### src/rtl/vram_arbiter.sv
// Single-port video RAM arbiter: hard-priority video fetch reads interleaved with
// four-phase CPU reads/writes onto one synchronous RAM.
module vram_arbiter #(
   parameter int unsigned ADDR_W = 16,
   parameter int unsigned DATA_W = 8
) (
   input  logic              I_clock,
   input  logic              I_reset,
   input  logic              I_vid_rden,
   input  logic [ADDR_W-1:0] I_vid_addr,
   output logic [DATA_W-1:0] O_vid_data,
   input  logic              I_cpu_req,
   input  logic              I_cpu_we,
   input  logic [ADDR_W-1:0] I_cpu_addr,
   input  logic [DATA_W-1:0] I_cpu_wdata,
   output logic              O_cpu_ack,
   output logic [DATA_W-1:0] O_cpu_rdata,
   output logic [ADDR_W-1:0] O_ram_addr,
   output logic              O_ram_wren,
   output logic [DATA_W-1:0] O_ram_wdata,
   input  logic [DATA_W-1:0] I_ram_rdata
);

   typedef enum logic [1:0] {StIdle, StVidWait, StCpuWait} state_e;

   state_e              state_q, state_d;
   logic                rden_last_q, rden_last_d;
   logic                vid_pend_q, vid_pend_d;
   logic [DATA_W-1:0]   vid_data_q, vid_data_d;
   logic                cpu_ack_q, cpu_ack_d;
   logic [DATA_W-1:0]   cpu_rdata_q, cpu_rdata_d;
   logic [ADDR_W-1:0]   ram_addr_q, ram_addr_d;
   logic                ram_wren_q, ram_wren_d;
   logic [DATA_W-1:0]   ram_wdata_q, ram_wdata_d;
   logic                vid_edge;

   assign vid_edge = I_vid_rden & ~rden_last_q;

   always_ff @(posedge I_clock or negedge I_reset) begin
      if (!I_reset) begin
         state_q     <= StIdle;
         rden_last_q <= 1'b0;
         vid_pend_q  <= 1'b0;
         vid_data_q  <= '0;
         cpu_ack_q   <= 1'b0;
         cpu_rdata_q <= '0;
         ram_addr_q  <= '0;
         ram_wren_q  <= 1'b0;
         ram_wdata_q <= '0;
      end else begin
         state_q     <= state_d;
         rden_last_q <= rden_last_d;
         vid_pend_q  <= vid_pend_d;
         vid_data_q  <= vid_data_d;
         cpu_ack_q   <= cpu_ack_d;
         cpu_rdata_q <= cpu_rdata_d;
         ram_addr_q  <= ram_addr_d;
         ram_wren_q  <= ram_wren_d;
         ram_wdata_q <= ram_wdata_d;
      end
   end

   always_comb begin
      state_d     = state_q;
      rden_last_d = I_vid_rden;
      vid_pend_d  = vid_pend_q;
      vid_data_d  = vid_data_q;
      cpu_ack_d   = cpu_ack_q;
      cpu_rdata_d = cpu_rdata_q;
      ram_addr_d  = ram_addr_q;
      ram_wren_d  = ram_wren_q;
      ram_wdata_d = ram_wdata_q;

      if (!I_cpu_req) begin
         cpu_ack_d = 1'b0;
      end

      unique case (state_q)
         StIdle: begin
            if (vid_edge || vid_pend_q) begin
               ram_addr_d = I_vid_addr;
               ram_wren_d = 1'b0;
               vid_pend_d = 1'b0;
               state_d    = StVidWait;
            end else if (I_cpu_req && !cpu_ack_q) begin
               ram_addr_d  = I_cpu_addr;
               ram_wdata_d = I_cpu_wdata;
               ram_wren_d  = I_cpu_we;
               state_d     = StCpuWait;
            end else begin
               ram_wren_d = 1'b0;
            end
         end
         StVidWait: begin
            vid_data_d = I_ram_rdata;
            if (vid_edge) begin
               vid_pend_d = 1'b1;
            end
            state_d = StIdle;
         end
         StCpuWait: begin
            ram_wren_d = 1'b0;
            // wren still holds the accepted direction during this cycle
            if (!ram_wren_q) begin
               cpu_rdata_d = I_ram_rdata;
            end
            cpu_ack_d = 1'b1;
            if (vid_edge) begin
               vid_pend_d = 1'b1;
            end
            state_d = StIdle;
         end
         default: state_d = StIdle;
      endcase
   end

   assign O_vid_data  = vid_data_q;
   assign O_cpu_ack   = cpu_ack_q;
   assign O_cpu_rdata = cpu_rdata_q;
   assign O_ram_addr  = ram_addr_q;
   assign O_ram_wren  = ram_wren_q;
   assign O_ram_wdata = ram_wdata_q;

endmodule

### config.mk
export PLATFORM = sky130hd
export DESIGN_NAME = vram_arbiter
export DESIGN_NICKNAME = d
export VERILOG_FILES = /design/src/rtl/vram_arbiter.sv
export SDC_FILE = /design/constraint.sdc
export NUM_CORES = 1
export LEC_CHECK = 0
export ABC_CLOCK_PERIOD_IN_PS = 2700
export CAP_MARGIN = 10
export CORE_MARGIN = 2
export CORE_UTILIZATION = 23
export DETAILED_ROUTE_END_ITERATION = 16
export GPL_TIMING_DRIVEN = 1
export PLACE_DENSITY = 0.55
export SYNTH_ARGS = -nofsm -noshare
export SYNTH_HDL_FRONTEND = slang
export SYNTH_SLANG_ARGS = --single-unit
### constraint.sdc
create_clock -name I_clock -period 2.7 [get_ports I_clock]
set_input_delay 0.81 -clock I_clock [delete_from_list [all_inputs] [get_ports I_clock]]
set_output_delay 0.81 -clock I_clock [all_outputs]
set_load 0.05 [all_outputs]
==> impl_metrics.json <==
{
  "layout.cells.most_common": "clkdlybuf4s50_1",
  "clockRootBuffer": "clkbuf_8",
  "hold-path-cell-count": 1,
  "grt_pass1_vias": 2014,
  "htree_levels": 2,
  "ant_nets": 0,
  "path_depth": 1,
  "die-area_sq_um": 11000,
  "firstDrtPassIters": 4,
  "multi_input_area_sq_um": 1080,
  "reg2reg_depth": 6,
  "routed-via-count": 2003,
  "combPwrFrac_pct": 62.5,
  "cts_tree": "yes",
  "hp-class": "reg -> reg",
  "crit_path_end_kind": "output pin",
  "insertion_delay_ns": 0.30,
  "crit_arrival_ns": 1.52,
  "drive_above_1_share_pct": 14.4,
  "maxCapViolCount": 0,
  "synthCells": 211,
  "start_util_pct": 23.7,
  "syn_area_per_cell_sq_um": 11.0,
  "startpoint": "O_ram_addr[10]",
  "via_per_inst": 4.64,
  "p_leak_nw": 1.39,
  "core_area_sq_um": 9820,
  "final_min_period_over_clock_period_pct": 86.4,
  "antenna_found_initial": 0,
  "n_fill_cell": 1027,
  "regArea_sq_um": 1150,
  "final_util_pct": 35.9,
  "holdCritStartpoint": "O_cpu_rdata[1]",
  "synthTopCellsByArea": "dfrtp_1 (49%), mux2_2 (12%), nand4b_1 (6.4%)",
  "slowest_stage": "clkdlybuf4s50_1",
  "switching_power_mw": 2.32,
  "internal_power_mw": 2.48,
  "die_x_um": 105,
  "drv_slew": 0,
  "wl_per_cell_um": 14.1,
  "grt_first_pass_wirelength_um": 9980,
  "fmax_mhz": 429,
  "synth_cell_types": 24,
  "die_h_um": 105,
  "ys_ff_latch": 46,
  "fin_setup_tns_ns": 0,
  "cts_setup_buffers": 0,
  "synth-seq-area-share_pct": 49.4,
  "reg2reg_from": "state_q[0]",
  "rsz0062_at_grt": "no",
  "synth_nets": 268,
  "nets": 355,
  "crit_buf_inv": 1,
  "path_cells": "clkdlybuf4s50_1",
  "hpwl_um": 4200,
  "cts.sinks": 46,
  "finalCriticalPeriod_ns": 2.33,
  "overflow": 0,
  "drc": 0,
  "place_area_sq_um": 3420,
  "rows": 36,
  "portBuffers": 94,
  "pre_cts_slack_ns": 0.311,
  "crit_type": "reg -> out",
  "clk_pin_slew_worst_paths_ns": 0.09,
  "diodes": 0,
  "ioPinCount": 95,
  "post-route-worst-setup-slack_ns": 0.367,
  "layout_common_cells": "clkdlybuf4s50_1 (93), dfrtp_1 (46), mux2_2 (24)",
  "max_stage_delay_ns": 0.83,
  "routabilityCongestion": 0.733,
  "syn_area_sq_um": 2330,
  "vdd_drop_max_uv": 621,
  "track_usage_pct": 11.1,
  "synth_top_area_share_pct": 49.4,
  "fin_skew_ns": 0.00796,
  "routed_wl_um": 6090,
  "p_sw_share_pct": 48.3,
  "setup_viol": 0,
  "worst_pin_slew_ns": 0.719,
  "synth_top_area_cell": "dfrtp_1",
  "p_per_area_nw_per_um2": 1360,
  "maxSlewHeadroom_pct": 52.1,
  "status": "complete, no violations",
  "final_area_sq_um": 3520,
  "cts_hold_buf": 0,
  "grt_max_degree": 47,
  "cp_max_fo": 3,
  "worstSetupStartpointType": "flip-flop",
  "clock_path_buffers": 2,
  "final_hold_viol_count": 0,
  "fin_total_pwr_mw": 4.80,
  "cts_made_buffers": 5,
  "cts_resized": 0,
  "syn_to_final_growth_pct": 51.2,
  "yosysWarnings": 0,
  "drtIter0Drc": 66,
  "p_clk_share_pct": 10.7,
  "cp_data_required_time_ns": 1.89,
  "pwr-share-seq_pct": 26.8,
  "crit_family": "buffers and inverters"
}
## metrics by stage
| step | instances | hold slack [ns] |
|---|---|---|
| floorplan | 211 | 0.514 |
| global placement | 424 | 0.488 |
| detailed placement | 424 | 0.496 |
| CTS | 432 | 0.517 |
| global route | 432 | 0.530 |
| finish | 432 | 0.512 |
## sequential cells by signal, summed over array words and instances (netlist names)
name,count
O_ram_addr,16
O_cpu_rdata,8
O_ram_wdata,8
O_vid_data,8
state_q,2
O_cpu_ack,1
O_ram_wren,1
rden_last_q,1
vid_pend_q,1
## worst paths after layout
kind,slack (ns),to
max reg2reg,0.88,O_ram_addr[5]
max,0.37,O_ram_addr[10]
min in group asynchronous,0.60,O_ram_addr[7]
min,0.51,O_cpu_rdata[1]
max in group asynchronous,1.69,O_cpu_rdata[4]
min reg2reg,0.51,O_cpu_rdata[1]
## synthesized netlist by cell type
cell type  count
and3_1         1
buf_1          1
a21boi_0       1
nand2b_1      17
or4_1         16
nor4b_4        1
nand4_1       16
clkbuf_2       1
o32a_1         1
or2b_1         1
o211ai_1      16
buf_2          4
ha_1           4
nor2_1         3
buf_4          1
a21o_1         1
nand2_1       19
nand4b_1      17
clkbuf_1      15
inv_1          3
nor2b_1        1
dfrtp_1       46
o22a_1         1
mux2_2        24
## cell families after synthesis
kind of cell / synth area share (%)
flip-flops: 49.4
multiplexers: 11.6
buffers and inverters: 4.45
AND/OR/NAND/NOR: 25.8
adder cells (fa/ha/maj): 2.15
AO/OA/AOI/OAI: 6.60
## layer usage
layer | track usage, % | share of wire, % | vias up
li1 | - | - | 961
met1 | 14.8 | 45 | 986
met2 | 18.2 | 48 | 51
met3 | 2.93 | 5.6 | 5
met4 | 2.29 | 0.61 | 0
met5 | 0 | 0 | -
## power by group through the flow
| stage | Sequential (mW) | Combinational, mW | Clock, mW |
|---|---|---|---|
| 4_1_cts | 1.29 | 3.04 | 0.539 |
| 5_1_grt | 1.33 | 3.19 | 0.570 |
| 2_1_floorplan | 2.38 | 0.959 | 0 |
| 6_report | 1.29 | 3.00 | 0.515 |
| 3_3_place_gp | 1.30 | 3.01 | 0 |
| 3_5_place_dp | 1.30 | 3.03 | 0 |
## final cells by class
type,instances,share of cell area (%)
clock buffer,5,1.95
clock inverter,3,1.14
inverter,3,0.319
multi-input combinational,140,30.6
sequential,46,32.7
tap,133,4.72
timing repair buffer,102,28.6
(Power assumes the default switching activity.)
